===== src/rtl/nios_ii_nios2_qsys_0_oci_dct_packer.sv =====
// Packs 2-bit trace symbols into 15-symbol trace words, with flush and
// end-of-test drain handling and a single-entry valid/ready output register.
module nios_ii_nios2_qsys_0_oci_dct_packer (
    input  logic        clk,
    input  logic        reset_n,
    input  logic        dct_in_valid,
    input  logic [1:0]  dct_in_data,
    output logic        dct_in_ready,
    input  logic        flush,
    input  logic        test_ending,
    output logic [29:0] dct_buffer,
    output logic [3:0]  dct_count,
    output logic        tw_valid,
    input  logic        tw_ready,
    output logic [33:0] tw_data,
    output logic        overflow,
    output logic        test_has_ended
);

    localparam int unsigned SYM_W    = 2;
    localparam int unsigned BUF_W    = 30;
    localparam int unsigned CNT_W    = 4;
    localparam int unsigned MAX_SYMS = 15;

    typedef enum logic [1:0] {
        RUN   = 2'd0,
        DRAIN = 2'd1,
        ENDED = 2'd2
    } state_t;

    state_t state;
    logic   flush_pending;
    logic   in_run;
    logic   out_free;
    logic   buf_full;
    logic   buf_empty;
    logic   transfer;
    logic   accept;
    logic   drain_done;

    assign in_run     = (state == RUN);
    assign out_free   = !tw_valid || tw_ready;
    assign buf_full   = (dct_count == CNT_W'(MAX_SYMS));
    assign buf_empty  = (dct_count == '0);
    assign drain_done = (state == DRAIN) && buf_empty && !tw_valid;

    // A full buffer always ships; a partial one ships when flushed or draining.
    assign transfer = reset_n && out_free && (state != ENDED) &&
                      (buf_full || ((flush_pending || state == DRAIN) && !buf_empty));

    // Input side sees the slot freed by a same-cycle transfer.
    assign dct_in_ready = reset_n && in_run && (!buf_full || transfer);
    assign accept       = dct_in_valid && dct_in_ready;

    always_ff @(posedge clk) begin
        if (!reset_n) begin
            state          <= RUN;
            dct_buffer     <= '0;
            dct_count      <= '0;
            tw_valid       <= 1'b0;
            tw_data        <= '0;
            overflow       <= 1'b0;
            test_has_ended <= 1'b0;
            flush_pending  <= 1'b0;
        end else begin
            if (transfer) begin
                tw_data  <= {dct_count, dct_buffer};
                tw_valid <= 1'b1;
            end else if (tw_valid && tw_ready) begin
                tw_valid <= 1'b0;
            end

            if (transfer && accept) begin
                dct_buffer <= BUF_W'(dct_in_data);
                dct_count  <= CNT_W'(1);
            end else if (transfer) begin
                dct_buffer <= '0;
                dct_count  <= '0;
            end else if (accept) begin
                dct_buffer <= {dct_buffer[BUF_W-SYM_W-1:0], dct_in_data};
                dct_count  <= dct_count + CNT_W'(1);
            end

            if (in_run && dct_in_valid && !dct_in_ready) begin
                overflow <= 1'b1;
            end

            // test_ending outranks flush; an empty buffer never produces a word.
            if (!in_run || test_ending) begin
                flush_pending <= 1'b0;
            end else if (flush) begin
                flush_pending <= 1'b1;
            end else if (transfer || buf_empty) begin
                flush_pending <= 1'b0;
            end

            case (state)
                RUN:     if (test_ending) state <= DRAIN;
                DRAIN:   if (drain_done) state <= ENDED;
                ENDED:   state <= ENDED;
                default: state <= RUN;
            endcase

            test_has_ended <= (state == ENDED) || drain_done;
        end
    end

endmodule


===== config.mk =====
export PLATFORM = sky130hd
export DESIGN_NAME = nios_ii_nios2_qsys_0_oci_dct_packer
export DESIGN_NICKNAME = d
export VERILOG_FILES = /design/src/rtl/nios_ii_nios2_qsys_0_oci_dct_packer.sv
export SDC_FILE = /design/constraint.sdc
export NUM_CORES = 1
export LEC_CHECK = 0
export ABC_AREA = 1
export BUFFER_PORTS_ARGS = -buffer_cell sky130_fd_sc_hd__buf_2
export CORE_ASPECT_RATIO = 1.75
export CORE_UTILIZATION = 36
export DETAILED_ROUTE_END_ITERATION = 8
export GPL_TIMING_DRIVEN = 0
export SYNTH_ARGS = -nofsm -noshare
export SYNTH_HDL_FRONTEND = slang
export SYNTH_SLANG_ARGS = --single-unit

===== constraint.sdc =====
create_clock -name clk -period 2.15 [get_ports clk]
set_input_delay 0.1075 -clock clk [delete_from_list [all_inputs] [get_ports clk]]
set_output_delay 0.1075 -clock clk [all_outputs]
set_load 0.02 [all_outputs]

After elaboration in Yosys (flattened, before gate mapping)
Cells that the tools add are included.
{ "op_classes": {"n_div": 0, "n_mul": 0, "n_addsub": 1, "n_lt_le_gt_ge": 0, "muxes": 13, "bitwise_logic": 1, "n_shift": 0, "n_eq_ne": 6, "reduce_logical": 33} }
{ "op_table": {"columns": ["operator", "count"], "rows": [
  ["$logic_and A1 B1 Y1", 13],
  ["$mux W2", 5],
  ["$logic_or A1 B1 Y1", 7],
  ["$mux W1", 7],
  ["$ne A2 B2 Y1 const B", 3],
  ["$pmux W2 S3", 1],
  ["$logic_not A1 Y1", 5],
  ["$add A4 B1 Y4 const B", 1],
  ["$eq A4 B4 Y1 const B", 1],
  ["$logic_not A4 Y1", 1],
  ["$reduce_bool A2 Y1", 2],
  ["$reduce_bool A3 Y1", 1],
  ["$reduce_or A3 Y1", 1],
  ["$eq A2 B1 Y1 const B", 1],
  ["$eq A2 B2 Y1 const B", 1],
  ["$logic_not A2 Y1", 1],
  ["$reduce_and A2 Y1", 1],
  ["$reduce_or A2 Y1", 1],
  ["$not A1 Y1", 1]
]} }
{ "word_totals": {"mem_bits_ro": 0, "word_cells": 64, "mem_count": 0, "reg_bits": 74, "latch_bits": 0, "ram_bits": 0, "in_bits": 8, "output_inout_bits": 72} }

Logic depth before layout (Yosys ltp)
Gate-level depths: netlist of run 1.
{ "depth": {"depth_word": 11, "ltp_mapped": 11, "depth_no_buf": 10} }

Worst setup path before layout of run 1
No wires, ideal clock.
{ "synth_timing": {"path_type": "register to register", "startpoint": "register dct_count[0]", "endpoint": "register dct_buffer[10]", "stages_incl_launch_ff": 11, "synth_period_minus_slack_ps": 1530, "path_buffers": 2, "arrival_ps": 1415, "path_slack_ps": 620, "setup_ps": 115, "path_cell_list": "dfxtp_1 -> inv_1 -> ha_1 -> nand2_2 -> nand2_1 -> nand2_1 -> nand2_2 -> buf_6 -> nand2_4 -> buf_6 -> a21oi_2"} }
{ "synth_between": {"elab_chain_cells": 10, "word_cells_on_any_way": 12, "classes_between": "1 x eq/ne; 11 x reduce/logical"} }
{ "synth_rtl": {"columns": ["element", "line", "text"], "rows": [
  ["start: declaration", "12", "output logic [3:0] dct_count,"],
  ["start signal: assignment", "81", "dct_count <= dct_count + CNT_W'(1);"],
  ["$logic_not A4 Y1", "44", "assign buf_empty = (dct_count == '0);"],
  ["$logic_not A1 Y1", "49", "(buf_full || ((flush_pending || state == DRAIN) && !buf_empty));"],
  ["$logic_and A1 B1 Y1", "49", null],
  ["$logic_or A1 B1 Y1", "49", null],
  ["$logic_and A1 B1 Y1", "48", "assign transfer = reset_n && out_free && (state != ENDED) &&"],
  ["$logic_or A1 B1 Y1", "52", "assign dct_in_ready = reset_n && in_run && (!buf_full || transfer);"],
  ["$logic_and A1 B1 Y1", "52", null],
  ["$logic_and A1 B1 Y1", "53", "assign accept = dct_in_valid && dct_in_ready;"],
  ["$logic_and A1 B1 Y1", "73", "if (transfer && accept) begin"],
  ["$reduce_or A3 Y1 (no source line)", null, null],
  ["end signal: assignment", "74", "dct_buffer <= BUF_W'(dct_in_data);"],
  ["end signal: assignment", "80", "dct_buffer <= {dct_buffer[BUF_W-SYM_W-1:0], dct_in_data};"],
  ["end: declaration", "11", "output logic [29:0] dct_buffer,"]
]} }
Parallel ways exist; a longest one is shown, timed or not.
A chain may end at the register's enable or synchronous reset.

Worst setup path in the final report of run 1
{ "layout_timing": {"startpoint": "register state[1]", "endpoint": "register tw_data[33]"} }
{ "layout_between": {"elab_chain_cells": 5, "word_cells_on_any_way": 7, "classes_between": "2 x eq/ne; 5 x reduce/logical"} }
{ "layout_rtl": {"columns": ["element", "line", "text"], "rows": [
  ["start: declaration", "31", "state_t state;"],
  ["start signal: assignment", "57", "state <= RUN;"],
  ["start signal: assignment", "98", "RUN: if (test_ending) state <= DRAIN;"],
  ["start signal: assignment", "99", "DRAIN: if (drain_done) state <= ENDED;"],
  ["$eq A2 B1 Y1", "49", null],
  ["$logic_or A1 B1 Y1", "49", null],
  ["$logic_and A1 B1 Y1", "49", null],
  ["$logic_or A1 B1 Y1", "49", null],
  ["$logic_and A1 B1 Y1 *", "48", null],
  ["end signal: assignment", "67", "tw_data <= {dct_count, dct_buffer};"],
  ["end: declaration", "15", "output logic [33:0] tw_data,"]
]} }
Every way passes the cells marked *; elsewhere a longest branch is shown, timed or not.

==> flow_summary.toml, run 1 <==
[run_status]
outcome = "finished clean"

[timing]
finalCritPeriodShare = 0.806
setup_viol = 0
finalSetupTns_ns = 0
whs_ns = 0.0133
finClkSkew_ns = 0.00556
slew_headroom = 0.726
fin_crit_ns = 1.73
worstMarginPinSlew_ns = 0.411
drv_slew = 0
rsz0062_at_grt = "false"
final-hold-violation-count = 0
fmax_ghz = 0.577

[floorplan]
rows = 43
core_mm2 = 0.00791
dieArea_mm2 = 0.00855
die_w_um = 70.3
io_pins = 80
start_util = 0.372
die_h_um = 122

[clock_network]
cts_buffers = 9
tritoncts = "yes"
clock_latency_ns = 0.33
clk_pin_slew_ns = 0.05
post_cts_buffers = 0
htree_levels = 3
cts_sinks = 74
postCtsHoldBufs = 0
cts_buffer_depth = 2
root_buffer = "clkbuf_16"
ctsResizeCount = 0

[yosys]
syn_area_per_cell_um2 = 8.26
synth_cell_types = 25
synthCells = 356
synth_nets = 370
yosys_warnings = 0
syn-cell-area_mm2 = 0.00294
yosysSeqAreaShare = 0.504
synth_seq_cells = 74

[setup_path]
reg2reg_slack_ns = 0.42
crit_chain = "inv_1 > ha_1 > or2_1 > nand2_1 > nand2_1 > nand2_2 > clkbuf_1 > o21ai_0 > nor2_1"
crit_path_end_kind = "flip-flop"
r2r-start = "state[1]$_SDFFE_PN0P_"
cp-startpoint = "state[1]$_SDFFE_PN0P_"
startpoint_type = "flip-flop"
arrival_ns = 2.00
crit_top_cell = "nand2_1"
path_class = "reg2reg"
cpPeakStageDelay_ns = 0.35
r2r_end = "tw_data[33]$_SDFFE_PN0P_"
ff2ff_path_depth = 9
crit_end = "tw_data[33]$_SDFFE_PN0P_"
slowest_stage = "dfxtp_1"
cp_max_fo = 10
cp.required_ns = 2.42

[hold_path]
hold_class = "in2reg"

[power_and_ir_drop]
p_comb_frac = 0.225
pwr_density_cell_mw_per_mm2 = 993
netSwitchingPower_w = 0.00113
power.internal_w = 0.00254
ir_drop_mv = 0.492
power_frac_clock = 0.356
leakagePower_nw = 1.63
p_seq_frac = 0.420
switching_share = 0.308

[routing]
routed_wirelength_um = 6830
drc = 0
wire_per_inst_um = 12.6
ant_nets = 0
vias = 2523
dr.first_iter.drc_count = 121
drtPass1Iterations = 4
vias_per_cell = 4.67

[global_route]
grtUsageTotal = 0.169
antenna_found_initial = 0
grt_pass1_wl_um = 11300
overflow = 0
grt_max_degree = 12
grt_pass1_vias = 2350

[place]
post-dp-hpwl_um = 5060
io_buffers = 79
gp_congestion = 0.768

[layout]
num_antenna_cells = 0
syn2layout_area_growth_pct = 25.9
utilization = 0.468
nNetsFinal = 460
layout-drive-gt1-share = 0.327

[run]
max_cap_violations = 0
==> cells in the final DEF, fill, tap and decap left out, types with 5 or more instances in the layout <==
cell type / count
dfxtp_1: 74
nor2_1: 73
ha_1: 6
buf_6: 5
nand2_1: 73
buf_4: 7
inv_1: 11
nand3_1: 8
a21oi_2: 30
o21ai_0: 35
clkbuf_1: 7
buf_2: 82
a21oi_1: 7
clkbuf_16: 9
==> flip-flops by register name (all words and copies together), names as in the netlist <==
name / cells
tw_data: 34
dct_buffer: 30
dct_count: 4
state: 2
flush_pending: 1
overflow: 1
test_has_ended: 1
tw_valid: 1
==> layout make-up <==
type | count | area, µm²
Fill cell | 818 | 4210
Sequential cell | 74 | 1480
Multi-Input combinational cell | 248 | 1260
Timing Repair Buffer | 79 | 395
Clock buffer | 12 | 236
Buffer | 20 | 143
Tap cell | 90 | 113
Inverter | 14 | 52.6
Clock inverter | 3 | 17.5
==> critical path, delay by kind of cell, from the launching register on <==
| family | cells | cell delay (ns) |
|---|---|---|
| AO/OA/AOI/OAI | 1 | 0.13 |
| adder cells (fa/ha/maj) | 1 | 0.21 |
| buffers and inverters | 2 | 0.43 |
| flip-flops | 1 | 0.35 |
| AND/OR/NAND/NOR | 5 | 0.54 |
==> per-layer routing <==
metal / vias to the layer above / global-route usage / share of wire
met5: - / 0 / 0
met4: 0 / 0.0863 / 0.022
met3: 11 / 0.0389 / 0.036
met2: 51 / 0.293 / 0.52
met1: 1135 / 0.190 / 0.42
li1: 1326 / - / -
==> kinds of logic after synthesis <==
| logic type | share of synthesized area |
|---|---|
| XOR/XNOR | 0.00596 |
| buffers and inverters | 0.0664 |
| AND/OR/NAND/NOR | 0.235 |
| adder cells (fa/ha/maj) | 0.0255 |
| AO/OA/AOI/OAI | 0.163 |
| flip-flops | 0.504 |
==> worst min-delay path by stage <==
stage                     start                          to  slack (ns)  cells after the start
after global routing      flush  flush_pending$_SDFFE_PP0P_        0.05                      3
final                     flush  flush_pending$_SDFFE_PP0P_        0.01                      3
after global placement    flush  flush_pending$_SDFFE_PP0P_        0.35                      3
after CTS                 flush  flush_pending$_SDFFE_PP0P_       0.003                      3
after floorplan           flush  flush_pending$_SDFFE_PP0P_        0.24                      2
after detailed placement  flush  flush_pending$_SDFFE_PP0P_        0.35                      3
==> synth_stat cells <==
library cell,count,area share
nor3b_1,1,0.0026
or2_1,1,0.0021
nand2_1,73,0.093
buf_2,3,0.0051
nor2_1,73,0.093
xnor2_1,1,0.0030
buf_1,1,0.0013
nand3_1,8,0.014
nor2_2,2,0.0043
buf_4,7,0.018
a31oi_1,1,0.0021
nand2_4,2,0.0077
inv_1,11,0.014
buf_6,5,0.019
clkbuf_1,4,0.0051
ha_1,6,0.026
a21oi_1,7,0.012
nand4_1,3,0.0064
a21oi_2,30,0.089
dfxtp_1,74,0.50
nand2_2,3,0.0064
nand3_4,1,0.0060
o21ai_0,35,0.060
xor2_1,1,0.0030
inv_2,3,0.0038
==> power groups by stage <==
stage / Sequential (W) / Combinational, W / Clock (W)
after global routing: 0.00156 / 0.000937 / 0.00138
final: 0.00154 / 0.000826 / 0.00131
after floorplan: 0.00167 / 0.000508 / 0
after CTS: 0.00154 / 0.000837 / 0.00133
after detailed placement: 0.00157 / 0.000833 / 0
after global placement: 0.00157 / 0.000821 / 0
==> per-stage QoR <==
stage / cell area (µm²) / cells / power [W] / setup slack (ns)
after global routing: 3700 / 540 / 0.00388 / 0.179
after floorplan: 2940 / 356 / 0.00218 / 0.620
after CTS: 3700 / 540 / 0.00371 / 0.390
after global placement: 3450 / 525 / 0.00239 / 0.462
after detailed placement: 3450 / 525 / 0.00241 / 0.405
final: 3700 / 540 / 0.00368 / 0.418
No activity file was read; power rests on OpenSTA's default activity.
==> inputs of run 2 (changes only) <==
==> constraint.sdc (replaced) <==
create_clock -name clk -period 1.59 [get_ports clk]
set_input_delay 0.0795 -clock clk [delete_from_list [all_inputs] [get_ports clk]]
set_output_delay 0.0795 -clock clk [all_outputs]
set_load 0.02 [all_outputs]
==> run 2 against run 1 <==
Sequential power rose by 37%. Global-route usage grew 0.069 points. Via count rose by 2.9%. Non-clock buffer count rose by 12. Register-to-register slack worse by 0.37 ns. Count of clock-buffer cells in the layout unchanged. Combinational power is 67% higher. Cell count rose by 2.2%. Utilization up 4.1 points. Die area did not move. Critical path type is now reg2out.
==> flow_summary.toml, run 2 (synthesis results as in run 1) <==
[timing]
finClkSkew_ns = 0.00412
fmax_ghz = 0.637
rsz0062_at_grt = "true"
finalCritPeriodShare = 0.988
whs_ns = 0.0276
final-hold-violation-count = 0
drv_slew = 0
fin_crit_ns = 1.57
slew_headroom = 0.721
worstMarginPinSlew_ns = 0.419
setup_viol = 0

[clock_network]
htree_levels = 3
tritoncts = "yes"
clock_latency_ns = 0.33
cts_buffers = 9
root_buffer = "clkbuf_16"
cts_sinks = 74
cts_buffer_depth = 2
clk_pin_slew_ns = 0.06

[global_route]
overflow = 0
grt_pass1_wl_um = 11300
grt_max_degree = 12
grtUsageTotal = 0.169
grt_pass1_vias = 2393
antenna_found_initial = 0

[place]
gp_congestion = 0.768
post-dp-hpwl_um = 5060
io_buffers = 79
placedCellCount = 525
placed_area_mm2 = 0.00345

[setup_path]
slowest_stage = "dfxtp_2"
cpPeakStageDelay_ns = 0.33
startpoint_type = "flip-flop"
cp.required_ns = 1.51
path_class = "reg2out"
crit_chain = "buf_4 > ha_2 > nor2_2 > nand2_2 > nand2_4 > nand2_1 > inv_1 > buf_6"
arrival_ns = 1.49
cp_max_fo = 3
crit_path_end_kind = "output pin"

[layout]
instances_no_fill = 552
largestRegisters = "tw_data x34, dct_buffer x30, dct_count x4"
syn2layout_area_growth_pct = 36.9
nNetsFinal = 472
num_antenna_cells = 0
layout-drive-gt1-share = 0.385
largest_reg_flops = 34
fillCellCount = 786
fin_area_mm2 = 0.00403
top_register = "tw_data"
final_common_cell = "buf_2"
layout_common_cells = "79 x buf_2, 72 x nor2_1, 70 x nand2_1, 70 x dfxtp_1, 28 x a21oi_2"
regArea_mm2 = 0.00149
multi_input_area_mm2 = 0.00134

[floorplan]
die_w_um = 70.3
dieArea_mm2 = 0.00855
rows = 43
core_mm2 = 0.00791
die_h_um = 122
io_pins = 80
start_util = 0.372

[power_and_ir_drop]
leakagePower_nw = 1.76
pwr_density_cell_mw_per_mm2 = 1300
ir_drop_mv = 0.685

[routing]
drc = 0
wire_per_inst_um = 12.9
vias = 2595
dr.first_iter.drc_count = 135
routed_wirelength_um = 7120
ant_nets = 0
vias_per_cell = 4.70
drtPass1Iterations = 4

[run]
max_cap_violations = 0

[hold_path]
hold_class = "in2reg"

[run_status]
outcome = "finished clean"
run 2: final cells by class:
class | count | area share
repair buffers | 91 | 0.141
plain buffers | 20 | 0.0507
flip-flops and latches | 74 | 0.370
multi-input cells | 248 | 0.332
clock buffers | 12 | 0.0587
inverters | 14 | 0.0155
clock inverters | 3 | 0.00435
well taps | 90 | 0.0280
run 2: path summary, 6_finish.rpt:
| path | depth (start not counted) | to | from | slack [ns] |
|---|---|---|---|---|
| setup reg to reg | 10 | dct_buffer[26]$_SDFFE_PP0P_ | state[1]$_SDFFE_PN0P_ | 0.05 |
| hold reg to reg | 2 | tw_data[23]$_SDFFE_PN0P_ | tw_data[23]$_SDFFE_PN0P_ | 0.47 |
| setup / recovery | 8 | dct_in_ready | state[1]$_SDFFE_PN0P_ | 0.02 |
| hold / removal | 3 | dct_buffer[0]$_SDFFE_PN0P_ | dct_in_data[0] | 0.03 |
run 2: critical path, delay by kind of cell (launching register included):
| family | cells | cell delay (ns) |
|---|---|---|
| buf+inv | 3 | 0.31 |
| flops | 1 | 0.33 |
| simple gates | 4 | 0.33 |
| fa+ha+maj | 1 | 0.17 |
run 2: per-stage QoR:
stage	utilization	total power, W	setup slack, ns	setup TNS [ns]
after global placement	0.436	0.00323	-0.0983	-2.45
after global routing	0.509	0.00553	-0.0611	-0.977
final	0.509	0.00524	0.0196	0
after CTS	0.478	0.00508	-0.00222	-0.00349
after detailed placement	0.436	0.00325	-0.155	-5.15
after floorplan	-	0.00294	0.0601	0
run 2: timing repair:
action / 4_1_cts / 5_1_grt
setup buffers: 3 / 3
pin swaps: 1 / 7
hold endpoints to repair: 1 / 0
resized for setup: 15 / 48
hold buffers: 2 / 0
endpoints found under the setup margin: 63 / 70
cloned: 0 / 4
run 2: where the power goes:
part / internal [W] / switching, W / leakage, nW
Sequential: 0.00201 / 0.0000959 / 0.600
Clock: 0.00104 / 0.000717 / 0.122
Combinational: 0.000583 / 0.000798 / 1.03
Total: 0.00363 / 0.00161 / 1.76
run 2: routing by layer:
| metal | global-route usage | part of all wire |
|---|---|---|
| met1 | 0.189 | 0.42 |
| met2 | 0.298 | 0.53 |
| met3 | 0.0389 | 0.037 |
| met4 | 0.0863 | 0.019 |
| met5 | 0 | 0 |
==> inputs of run 3 (changes only) <==
--- a/config.mk
+++ b/config.mk
@@ -6,7 +6,7 @@
 export NUM_CORES = 1
 export LEC_CHECK = 0
 export ABC_AREA = 1
-export BUFFER_PORTS_ARGS = -buffer_cell sky130_fd_sc_hd__buf_2
+export BUFFER_PORTS_ARGS = -buffer_cell sky130_fd_sc_hd__clkbuf_2
 export CORE_ASPECT_RATIO = 1.75
 export CORE_UTILIZATION = 36
 export DETAILED_ROUTE_END_ITERATION = 8
==> run 3 against run 2 <==
Utilization increased by 3.3 points. Clock power about the same. Routed wire length increased by 7.1%. Largest cell class unchanged. Cell area increased by 6.4%. Power increased by 5.0%.
==> flow_summary.toml, run 3 (synthesis results as in run 1) <==
[routing]
dr.first_iter.drc_count = 144
drc = 0
dr_wl_met2_um = 4160
drtPass1Iterations = 4
wire_per_inst_um = 13.7
routed_wirelength_um = 7630
vias_per_cell = 4.84
vias = 2694
ant_nets = 0
topRoutingLayerUsed = "met4"
routed-wl-met3_um = 246
wl_met1_um = 3020

[timing]
setup_viol = 0
drv_slew = 0
finalSetupTns_ns = 0
fin_crit_ns = 1.59
rsz0062_at_grt = "true"
slew_headroom = 0.680
final-hold-violation-count = 0
finClkSkew_ns = 0.00519
finalWorstSetupSlack_ns = 0.000481
worstMarginPinSlew_ns = 0.481
fmax_ghz = 0.629
finalCritPeriodShare = 1.00

[power_and_ir_drop]
pwr_density_cell_mw_per_mm2 = 1290
ir_drop_mv = 0.816
leakagePower_nw = 1.79

[floorplan]
die_w_um = 70.3
die_h_um = 122
rows = 43
core_mm2 = 0.00791
dieArea_mm2 = 0.00855
io_pins = 80
start_util = 0.372

[layout]
largest_reg_flops = 34
final_common_cell = "clkbuf_2"
multi_input_area_mm2 = 0.00142
nNetsFinal = 478
largestRegisters = "tw_data x34, dct_buffer x30, dct_count x4"
fin_area_mm2 = 0.00429
top_register = "tw_data"
layout_common_cells = "78 x clkbuf_2, 71 x nand2_1, 70 x dfxtp_1"
syn2layout_area_growth_pct = 45.7
regArea_mm2 = 0.00149
fillCellCount = 732
num_antenna_cells = 0
layout-drive-gt1-share = 0.454

[place]
placed_area_mm2 = 0.00345
dp_slack_ns = -0.134
io_buffers = 79
post-dp-hpwl_um = 5030
gp_congestion = 0.762

[global_route]
overflow = 0
grt_max_degree = 12
antenna_found_initial = 0
grt_pass1_vias = 2435
grtUsageTotal = 0.173
grt_pass1_wl_um = 11600

[setup_path]
path_class = "reg2reg"
cp_max_fo = 7
cp-startpoint = "state[1]$_SDFFE_PN0P_"
startpoint_type = "flip-flop"
cp.required_ns = 1.86
r2r-start = "state[1]$_SDFFE_PN0P_"
crit_path_end_kind = "flip-flop"
arrival_ns = 1.86

[clock_network]
cts_buffer_depth = 2
clock_latency_ns = 0.33
root_buffer = "clkbuf_16"
tritoncts = "yes"
cts_sinks = 74
clk_pin_slew_ns = 0.05
htree_levels = 3
cts_buffers = 9

[run_status]
outcome = "finished clean"

[run]
max_cap_violations = 0

[hold_path]
hold_class = "in2reg"
min-delay-start = "dct_in_data[0]"
-- run 3: area by class of cell --
type / count / share of cell area
clock buffer: 11 / 0.0566
inverter: 14 / 0.0164
multi-input combinational: 248 / 0.332
sequential: 74 / 0.349
clock inverter: 3 / 0.00409
buffer: 20 / 0.0578
timing repair buffer: 97 / 0.159
tap: 90 / 0.0263
-- run 3: metal layers --
metal | GRT usage | vias up
met2 | 0.307 | 51
met4 | 0.0975 | 0
met5 | 0 | -
li1 | - | 1376
met1 | 0.189 | 1253
met3 | 0.0347 | 14
-- run 3: repair_timing --
action,in CTS,in global routing
pin swaps,3,3
gates resized for setup,40,75
endpoints found under the setup margin,63,70
endpoints found under the hold margin,1,0
buffers inserted,4,5
cloned,1,6
hold buffers,2,0
-- run 3: worst paths after layout --
kind / to / slack [ns] / depth (start not counted)
worst max-delay path: dct_buffer[4]$_SDFFE_PP0P_ / 0.0005 / 10
worst min-delay path: dct_buffer[0]$_SDFFE_PN0P_ / 0.02 / 3
worst max register to register: dct_buffer[4]$_SDFFE_PP0P_ / 0.0005 / 10
worst min register to register: flush_pending$_SDFFE_PP0P_ / 0.48 / 2
-- run 3: report_power, final --
part / internal [W] / switching (W)
registers: 0.00202 / 0.000121
logic: 0.000718 / 0.000856
clock network: 0.00107 / 0.000718
-- run 3: worst max-delay path: stages (launching register included) --
cell and delay (ns):
dfxtp_4 0.36, inv_4 0.05, ha_4 0.15, or2_1 0.20, nand2_1 0.07, nand2_1 0.06
nand2_2 0.10, buf_6 0.15, nand2_8 0.11, clkbuf_16 0.19, a21oi_2 0.09
-- run 3: stage by stage --
step,util,instances,total power (W),hold WS (ns)
after floorplan,-,356,0.00294,0.210
after global placement,0.436,525,0.00323,0.309
after detailed placement,0.436,525,0.00326,0.305
after CTS,0.491,546,0.00517,0.0121
after global routing,0.542,557,0.00580,0.0388
final,0.542,557,0.00551,0.0176
